==> src/rtl/pipeline_hazard_ctrl_if.sv <==
// pipeline_hazard_ctrl_if: hazard-controller bus between the ID/EX/MEM stages and the controller
interface pipeline_hazard_ctrl_if #(parameter int XLEN = 64, parameter int CNT_W = 32);
  logic id_valid;
  logic [4:0] id_rs1;
  logic [4:0] id_rs2;
  logic id_use_rs1;
  logic id_use_rs2;
  logic ex_valid;
  logic [4:0] ex_rd;
  logic ex_mem_read;
  logic mem_busy;
  logic redirect_valid;
  logic [XLEN-1:0] redirect_pc;
  logic stall_if;
  logic stall_id;
  logic flush_id;
  logic bubble_ex;
  logic pc_load;
  logic [XLEN-1:0] pc_target;
  logic [1:0] ctrl_state;
  logic [CNT_W-1:0] stall_cycles;
  logic [CNT_W-1:0] flush_events;
  modport master (
    output id_valid, id_rs1, id_rs2, id_use_rs1, id_use_rs2, ex_valid, ex_rd, ex_mem_read,
           mem_busy, redirect_valid, redirect_pc,
    input  stall_if, stall_id, flush_id, bubble_ex, pc_load, pc_target, ctrl_state,
           stall_cycles, flush_events
  );
  modport slave (
    input  id_valid, id_rs1, id_rs2, id_use_rs1, id_use_rs2, ex_valid, ex_rd, ex_mem_read,
           mem_busy, redirect_valid, redirect_pc,
    output stall_if, stall_id, flush_id, bubble_ex, pc_load, pc_target, ctrl_state,
           stall_cycles, flush_events
  );
endinterface

==> src/rtl/pipeline_hazard_ctrl.sv <==
// pipeline_hazard_ctrl: stall/flush/bubble sequencing for the in-order integer pipeline
module pipeline_hazard_ctrl #(
  parameter int XLEN = 64,
  parameter int FLUSH_CYCLES = 2,
  parameter int CNT_W = 32
) (
  input logic clk,
  input logic resetn,
  pipeline_hazard_ctrl_if.slave bus
);
  typedef enum logic [1:0] {RUN = 2'd0, FLUSH = 2'd1, MEMWAIT = 2'd2} state_t;
  localparam int CW = FLUSH_CYCLES > 1 ? $clog2(FLUSH_CYCLES) : 1;
  state_t state, state_nx, ret, ret_nx;
  logic [CW-1:0] cnt, cnt_nx;
  logic [CNT_W-1:0] stall_q, flush_q;
  logic load_use, accept, in_flush, hold;
  always_comb begin
    load_use = bus.id_valid & bus.ex_valid & bus.ex_mem_read & (bus.ex_rd != 5'd0)
             & ((bus.id_use_rs1 & (bus.id_rs1 == bus.ex_rd)) | (bus.id_use_rs2 & (bus.id_rs2 == bus.ex_rd)));
    accept = bus.redirect_valid & ~bus.mem_busy & (state != MEMWAIT);
    // leaving MEMWAIT behaves as the saved state in the same cycle
    in_flush = (state == MEMWAIT) ? (ret == FLUSH) : (state == FLUSH);
    hold = ~bus.mem_busy & ~accept & ~in_flush & load_use;
    bus.stall_if = bus.mem_busy | hold;
    bus.stall_id = bus.mem_busy | hold;
    bus.bubble_ex = hold;
    bus.flush_id = ~bus.mem_busy & (accept | in_flush);
    bus.pc_load = accept;
    bus.pc_target = accept ? bus.redirect_pc : {XLEN{1'b0}};
    bus.ctrl_state = state;
    bus.stall_cycles = stall_q;
    bus.flush_events = flush_q;
    state_nx = RUN;
    ret_nx = ret;
    cnt_nx = cnt;
    if (bus.mem_busy) begin
      state_nx = MEMWAIT;
      ret_nx = in_flush ? FLUSH : RUN;
    end else if (accept) begin
      state_nx = FLUSH_CYCLES == 1 ? RUN : FLUSH;
      cnt_nx = CW'(FLUSH_CYCLES - 1);
    end else if (in_flush) begin
      state_nx = cnt > 1 ? FLUSH : RUN;
      cnt_nx = cnt - 1'b1;
    end
  end
  always_ff @(posedge clk or negedge resetn) begin
    if (!resetn) begin
      state <= RUN;
      ret <= RUN;
      cnt <= '0;
    end else begin
      state <= state_nx;
      ret <= ret_nx;
      cnt <= cnt_nx;
    end
  end
  always_ff @(posedge clk or negedge resetn) begin
    if (!resetn) begin
      stall_q <= '0;
      flush_q <= '0;
    end else begin
      if (bus.stall_id && !(&stall_q)) stall_q <= stall_q + 1'b1;
      if (accept && !(&flush_q)) flush_q <= flush_q + 1'b1;
    end
  end
endmodule

==> src/flat_wrapper.sv <==
// flat-port wrapper written by rule: the top's interface ports become plain ports
module pipeline_hazard_ctrl_flat 
#(
  parameter int XLEN = 64,
  parameter int FLUSH_CYCLES = 2,
  parameter int CNT_W = 32
)
  (clk, resetn, bus_id_valid, bus_id_rs1, bus_id_rs2, bus_id_use_rs1, bus_id_use_rs2, bus_ex_valid, bus_ex_rd, bus_ex_mem_read, bus_mem_busy, bus_redirect_valid, bus_redirect_pc, bus_stall_if, bus_stall_id, bus_flush_id, bus_bubble_ex, bus_pc_load, bus_pc_target, bus_ctrl_state, bus_stall_cycles, bus_flush_events);
  pipeline_hazard_ctrl_if #(.XLEN(XLEN), .CNT_W(CNT_W)) bus_i ();
  input logic clk;
  input logic resetn;
  input wire logic [$bits(bus_i.id_valid)-1:0] bus_id_valid;
  input wire logic [$bits(bus_i.id_rs1)-1:0] bus_id_rs1;
  input wire logic [$bits(bus_i.id_rs2)-1:0] bus_id_rs2;
  input wire logic [$bits(bus_i.id_use_rs1)-1:0] bus_id_use_rs1;
  input wire logic [$bits(bus_i.id_use_rs2)-1:0] bus_id_use_rs2;
  input wire logic [$bits(bus_i.ex_valid)-1:0] bus_ex_valid;
  input wire logic [$bits(bus_i.ex_rd)-1:0] bus_ex_rd;
  input wire logic [$bits(bus_i.ex_mem_read)-1:0] bus_ex_mem_read;
  input wire logic [$bits(bus_i.mem_busy)-1:0] bus_mem_busy;
  input wire logic [$bits(bus_i.redirect_valid)-1:0] bus_redirect_valid;
  input wire logic [$bits(bus_i.redirect_pc)-1:0] bus_redirect_pc;
  output wire logic [$bits(bus_i.stall_if)-1:0] bus_stall_if;
  output wire logic [$bits(bus_i.stall_id)-1:0] bus_stall_id;
  output wire logic [$bits(bus_i.flush_id)-1:0] bus_flush_id;
  output wire logic [$bits(bus_i.bubble_ex)-1:0] bus_bubble_ex;
  output wire logic [$bits(bus_i.pc_load)-1:0] bus_pc_load;
  output wire logic [$bits(bus_i.pc_target)-1:0] bus_pc_target;
  output wire logic [$bits(bus_i.ctrl_state)-1:0] bus_ctrl_state;
  output wire logic [$bits(bus_i.stall_cycles)-1:0] bus_stall_cycles;
  output wire logic [$bits(bus_i.flush_events)-1:0] bus_flush_events;
  assign bus_i.id_valid = bus_id_valid;
  assign bus_i.id_rs1 = bus_id_rs1;
  assign bus_i.id_rs2 = bus_id_rs2;
  assign bus_i.id_use_rs1 = bus_id_use_rs1;
  assign bus_i.id_use_rs2 = bus_id_use_rs2;
  assign bus_i.ex_valid = bus_ex_valid;
  assign bus_i.ex_rd = bus_ex_rd;
  assign bus_i.ex_mem_read = bus_ex_mem_read;
  assign bus_i.mem_busy = bus_mem_busy;
  assign bus_i.redirect_valid = bus_redirect_valid;
  assign bus_i.redirect_pc = bus_redirect_pc;
  assign bus_stall_if = bus_i.stall_if;
  assign bus_stall_id = bus_i.stall_id;
  assign bus_flush_id = bus_i.flush_id;
  assign bus_bubble_ex = bus_i.bubble_ex;
  assign bus_pc_load = bus_i.pc_load;
  assign bus_pc_target = bus_i.pc_target;
  assign bus_ctrl_state = bus_i.ctrl_state;
  assign bus_stall_cycles = bus_i.stall_cycles;
  assign bus_flush_events = bus_i.flush_events;
  pipeline_hazard_ctrl #(.XLEN(XLEN), .FLUSH_CYCLES(FLUSH_CYCLES), .CNT_W(CNT_W)) u_core (.clk(clk), .resetn(resetn), .bus(bus_i));
endmodule
==> config.mk <==
export PLATFORM = sky130hd
export DESIGN_NAME = pipeline_hazard_ctrl_flat
export DESIGN_NICKNAME = d
export VERILOG_FILES = /design/src/rtl/pipeline_hazard_ctrl_if.sv /design/src/rtl/pipeline_hazard_ctrl.sv /design/src/flat_wrapper.sv
export SDC_FILE = /design/constraint.sdc
export NUM_CORES = 1
export LEC_CHECK = 0
export CORE_UTILIZATION = 39
export CTS_BUF_LIST = sky130_fd_sc_hd__clkbuf_8
export DETAILED_ROUTE_END_ITERATION = 7
export MAX_ROUTING_LAYER = met4
export PLACE_DENSITY = 0.83
export SYNTH_ARGS = -nofsm -noshare
export SYNTH_HDL_FRONTEND = slang
export SYNTH_SLANG_ARGS = --single-unit
==> constraint.sdc <==
create_clock -name clk -period 3.2 [get_ports clk]
set_input_delay 0.96 -clock clk [delete_from_list [all_inputs] [get_ports clk]]
set_output_delay 0.96 -clock clk [all_outputs]
set_load 0.01 [all_outputs]
Word level (Yosys, flattened, before mapping) --
Cells that the tools add are included.
Cells by class: order comparisons 0, eq/ne operators 6, multipliers 0, reduce and logical (&&, ||, !) cells 7, shift operators 0, div/mod/pow operators 0, multiplexer cells 5, add/subtract/negate cells 2, bitwise logic cells 18
Operator list (count):
- 32-bit by 1-bit adder with 32-bit output (second input constant) | 2
- 64-bit 2-to-1 mux | 1
- 32-bit AND reduction | 2
- 1-bit bitwise AND | 12
- 5-bit == test | 2
- 5-bit nonzero test | 1
- 2-bit by 1-bit == test with 1-bit output (second input constant) | 2
- 1-bit 2-to-1 mux | 3
- 1-bit NOT | 3
- 1-bit OR | 3
- 2-bit == test (second input constant) | 1
- 1-bit logical AND | 2
- 1-bit zero test | 2
- 2-bit 2-to-1 mux | 1
- 2-bit != test (second input constant) | 1
Storage, ports and cells: memory bits (writable) 0, memory bits (read-only) 0, register bits after elaboration 68, output and inout bits 135, latch bits 0, input port bits 88, memories kept 0, word-level logic and storage cells 42

Depth between registers and ports, before layout --
depth in word-level cells 9, depth in mapped cells 9, mapped depth without buffers 7

Worst setup path before layout --
OpenSTA, ideal clock, no wires.
kind input -> output, start point input bus_mem_busy, end point output bus_stall_if, data arrival time 2099 ps, setup slack 141 ps, data required time 2240 ps, cell stages on the path 7, path buffers 1, cell sequence inv_1 -> nand3_1 -> inv_1 -> a21oi_1 -> a41oi_1 -> inv_1 -> buf_4
On the way: word-level cells in the longest chain between the ends 8
RTL lines:
- start, declared | RTL line flat_wrapper.sv:20 | input wire logic [$bits(bus_i.mem_busy)-1:0] bus_mem_busy;
- 1-bit NOT | RTL line pipeline_hazard_ctrl.sv:20, pipeline_hazard_ctrl.sv:23
- 1-bit bitwise AND (2 in a row) | RTL line pipeline_hazard_ctrl.sv:20 | accept = bus.redirect_valid & ~bus.mem_busy & (state != MEMWAIT);
- 1-bit NOT | RTL line pipeline_hazard_ctrl.sv:23 | hold = ~bus.mem_busy & ~accept & ~in_flush & load_use;
- 1-bit bitwise AND (3 in a row) | RTL line pipeline_hazard_ctrl.sv:23
- 1-bit OR (*)
- end, declared | RTL line flat_wrapper.sv:23 | output wire logic [$bits(bus_i.stall_if)-1:0] bus_stall_if;
Mark *: on every way between the ends. The rest lies on a longest branch, timed or not.

Worst setup path after layout --
start point input bus_mem_busy, end point output bus_pc_target[46]
On the way: word-level cells in the longest chain between the ends 4
RTL lines:
- 1-bit NOT | RTL line pipeline_hazard_ctrl.sv:20
- 1-bit bitwise AND (2 in a row) | RTL line pipeline_hazard_ctrl.sv:20
- 64-bit 2-to-1 mux | RTL line pipeline_hazard_ctrl.sv:29 | bus.pc_target = accept ? bus.redirect_pc : {XLEN{1'b0}};
- end, declared | RTL line flat_wrapper.sv:28 | output wire logic [$bits(bus_i.pc_target)-1:0] bus_pc_target;
Every way passes these cells.

==> results.cfg <==
[logic_synthesis]
xor_xnor_share_of_the_synthesized_area = 0.1646
netlist_area_sq_um = 3779
yosys_register_bits = 67
synthFlopType = sky130_fd_sc_hd__dfrtp_1
yosysWarningCount = 0
synthesized_area_fraction_occupied_by_ao_oa_aoi_and_oai_cells = 0.02053
synth_largest_type_area_fraction = 0.4437
synth_edf_count = 0
yosys.cell_types.count = 39
leading_post_synthesis_cells_by_instance_count = sky130_fd_sc_hd__and2_1 (67), sky130_fd_sc_hd__dfrtp_1 (67), sky130_fd_sc_hd__xnor2_1 (52)
post_synth_main_area_contributors = sky130_fd_sc_hd__dfrtp_1 (44%), sky130_fd_sc_hd__xnor2_1 (12%), sky130_fd_sc_hd__and2_1 (11%), sky130_fd_sc_hd__nand4_1 (5.5%), sky130_fd_sc_hd__xor2_1 (4.4%)
synth_top_family_by_area = simple AND/OR/NAND/NOR gates
yosys-mux-area-fraction = 0.002980
syn_inst = 392
part_of_the_yosys_area_used_for_sequential_elements = 0.4437
synthesized_netlist_net_count = 482
async_flop_share = 1.000
post_synth_fa_ha_maj_area_fraction = 0.006623
yosys.area_share.simple = 0.3331
post_synth.cell_area_avg_sq_um = 9.639
yosys.area.top_type = sky130_fd_sc_hd__dfrtp_1

[sta]
unrepaired_setup_endpoints_after_global_routing = false
maxClockFrequency_mhz = 317.7
count_of_endpoints_failing_setup_in_the_final_report = 0
report.final.hold_viol_count = 0
final_period_minus_worst_setup_slack_ns = 3.147
worst_slew_pin_slew_ns = 0.6487
slew_hr = 0.5656
slew_viol_final = 0
final.period_utilization = 0.9835
postLayoutSetupSlackWorst_ns = 0.05286
fin_worst_skew_ns = 0.01011

[setup_path]
end_of_the_worst_register_to_register_path = u_core.bus.stall_cycles[29]
critPathCaptureType = output pin
r2r.worst_path.cells = 14
path_max_fanout = 13
timing.critical_path.mode_cell = sky130_fd_sc_hd__buf_4
crit_chain = dlygate4sd2_1 > inv_1 > nand3_2 > inv_4 > buf_4 > buf_4 > buf_6 > and2_1 > clkdlybuf4s15_1
max_stage_delay_ns = 0.26
critical-path-slowest-cell = sky130_fd_sc_hd__clkdlybuf4s15_1
arrival_ns = 2.19
setup.reg_to_reg.worst_slack_ns = 0.62
critical_path_class = in2out
critPathRequiredTime_ns = 2.24
worst_setup_path_start_kind = input port
reg2reg_from = u_core.bus.ctrl_state[0]

[cells_and_area]
postLayoutCellArea_sq_um = 6549
postLayoutCoreUtil = 0.7021
layout-drive-gt1-share = 0.1740
nNetsFinal = 747
final-instance-count-excl-fill = 792
area_growth_syn_to_layout_pct = 73.31

[clocking]
cts_max_path_buffers = 2
insertion_delay_ns = 0.34
clk_root_buffer_cell = sky130_fd_sc_hd__clkbuf_8
cts.reportedPaths.clkPinSlew_ns = 0.07
htree_num_levels = 3
cts-hold-fix-buffers = 0
tritoncts_clock_tree = built
sink_count = 67
cts_made_buffers = 9

[detailed_routing]
finalWirelength_mm = 13.30
ant_nets = 0
route.detailed.vias_per_inst = 4.953
detail_route.iter0.violations = 141
via_count = 3923
post-route-drc-count = 0
routedWlPerCell_um = 16.80
detail_route.first_pass.iterations = 4

[worst_hold_path]
worstHoldPathType = reg2reg
timing.hold.worst.start = u_core.bus.stall_cycles[28]
whs_path_depth = 1
whs_endpoint = u_core.bus.stall_cycles[28]

[power]
power_mw = 2.304
power.ir.vdd_worst_mv = 0.2964
power.density_nw_per_um2 = 351.8
p_leak_nw = 3.017

[floorplanning]
core_ar_sq_um = 9328
io_pins = 223
initial_core_util = 0.4051
floorplan.die_area_sq_um = 10090
die_y_um = 100.4
dieWidth_um = 100.4
row_count = 35

[grt]
groute.usage.overall = 0.2756
grt_pass1_wl_mm = 20.60
overflow = 0
grt_start_max_net_pins = 68
grt_pass1_vias = 3969
antenna_found_initial = 1

[placed_design]
numPortBuffers = 222
placer_congestion_estimate = 0.9132
place.detailed.instances = 749
pre_cts_slack_ns = -0.6832
place.detailed.hpwl_mm = 9.955
placed_area_sq_um = 6260

[outcome]
status = finished clean

[run]
max_cap_violations = 0
-- repair_timing --
action / CTS / global route
cloned: 2 / 0
setup endpoints to repair: 69 / 45
pin swaps: 16 / 13
resized for setup: 125 / 52
buffers inserted: 22 / 2
-- flip-flops by register name, summed over array words and instances (netlist names) --
| register | cells |
|---|---|
| u_core.bus.ctrl_state | 2 |
| u_core.bus.flush_events | 32 |
| u_core.bus.stall_cycles | 32 |
| u_core.ret | 1 |
-- logic make-up after synthesis --
kind of cell / Yosys count
XOR/XNOR: 71
AND/OR/NAND/NOR: 219
AO/OA/AOI/OAI: 11
adder cells (fa/ha/maj): 2
multiplexers: 1
buffers and inverters: 21
flip-flops: 67
-- where the power goes --
part / internal, mW / leakage [nW] / total (mW) / switching, mW
clock: 0.374 / 0.102 / 0.688 / 0.314
sequential: 0.918 / 0.887 / 1.01 / 0.0940
combinational: 0.362 / 2.03 / 0.603 / 0.241
-- metrics by stage --
step | hold slack, ns | setup TNS [ns]
detailed placement | 0.4816 | -25.94
global route | 0.5179 | 0
finish | 0.4946 | 0
global placement | 0.4743 | -23.97
floorplan | 0.4877 | 0
CTS | 0.4948 | 0
-- metal layers --
metal	GRT usage	vias to the layer above	wire length, um
met1	0.3250	1888	5477
met2	0.4721	143	6676
met4	0.04571	0	110
li1	-	1878	-
met5	-	-	0
met3	0.08217	14	1039
-- how the worst max path moves through the flow --
stage / depth (start not counted) / slack, ns / start / endpoint
finish: 9 / 0.05 / bus_mem_busy / bus_pc_target[46]
global route: 9 / 0.004 / bus_mem_busy / bus_pc_target[46]
floorplan: 7 / 0.14 / bus_mem_busy / bus_stall_if
detailed placement: 7 / -0.68 / bus_ex_rd[4] / bus_stall_if
CTS: 8 / 0.0006 / bus_mem_busy / bus_pc_target[61]
global placement: 7 / -0.66 / bus_ex_rd[4] / bus_stall_id
-- area by class of cell --
class | instances | area, sq um
tap | 129 | 161.4
inverter | 8 | 32.53
clock inverter | 5 | 53.80
timing repair buffer | 267 | 2444
fill | 761 | 2779
sequential | 67 | 1677
antenna | 2 | 5.005
clock buffer | 10 | 137.6
multi-input combinational | 304 | 2038
-- placed cells by master, fill, tap and decap left out, types with 3 or more instances in the layout --
cell type	n
sky130_fd_sc_hd__clkdlybuf4s50_1	136
sky130_fd_sc_hd__dfrtp_1	67
sky130_fd_sc_hd__and2_1	66
sky130_fd_sc_hd__xnor2_1	52
sky130_fd_sc_hd__dlygate4sd2_1	46
sky130_fd_sc_hd__buf_4	38
sky130_fd_sc_hd__nand4_1	33
sky130_fd_sc_hd__clkbuf_2	29
sky130_fd_sc_hd__nand2_1	28
sky130_fd_sc_hd__nand3_1	20
sky130_fd_sc_hd__xor2_1	19
sky130_fd_sc_hd__nor2_1	17
sky130_fd_sc_hd__nor3_1	14
sky130_fd_sc_hd__and3_1	12
sky130_fd_sc_hd__clkbuf_8	10
sky130_fd_sc_hd__inv_1	7
sky130_fd_sc_hd__nand3_2	6
sky130_fd_sc_hd__and4_1	5
sky130_fd_sc_hd__buf_2	4
sky130_fd_sc_hd__buf_12	4
sky130_fd_sc_hd__nor4_1	3
sky130_fd_sc_hd__clkinv_2	3
sky130_fd_sc_hd__clkdlybuf4s15_2	3
-- critical path, delay by kind of cell --
family	cells	cell delay (ns)
simple gates	2	0.24
buf+inv	7	1.00
(Power assumes the default switching activity.)
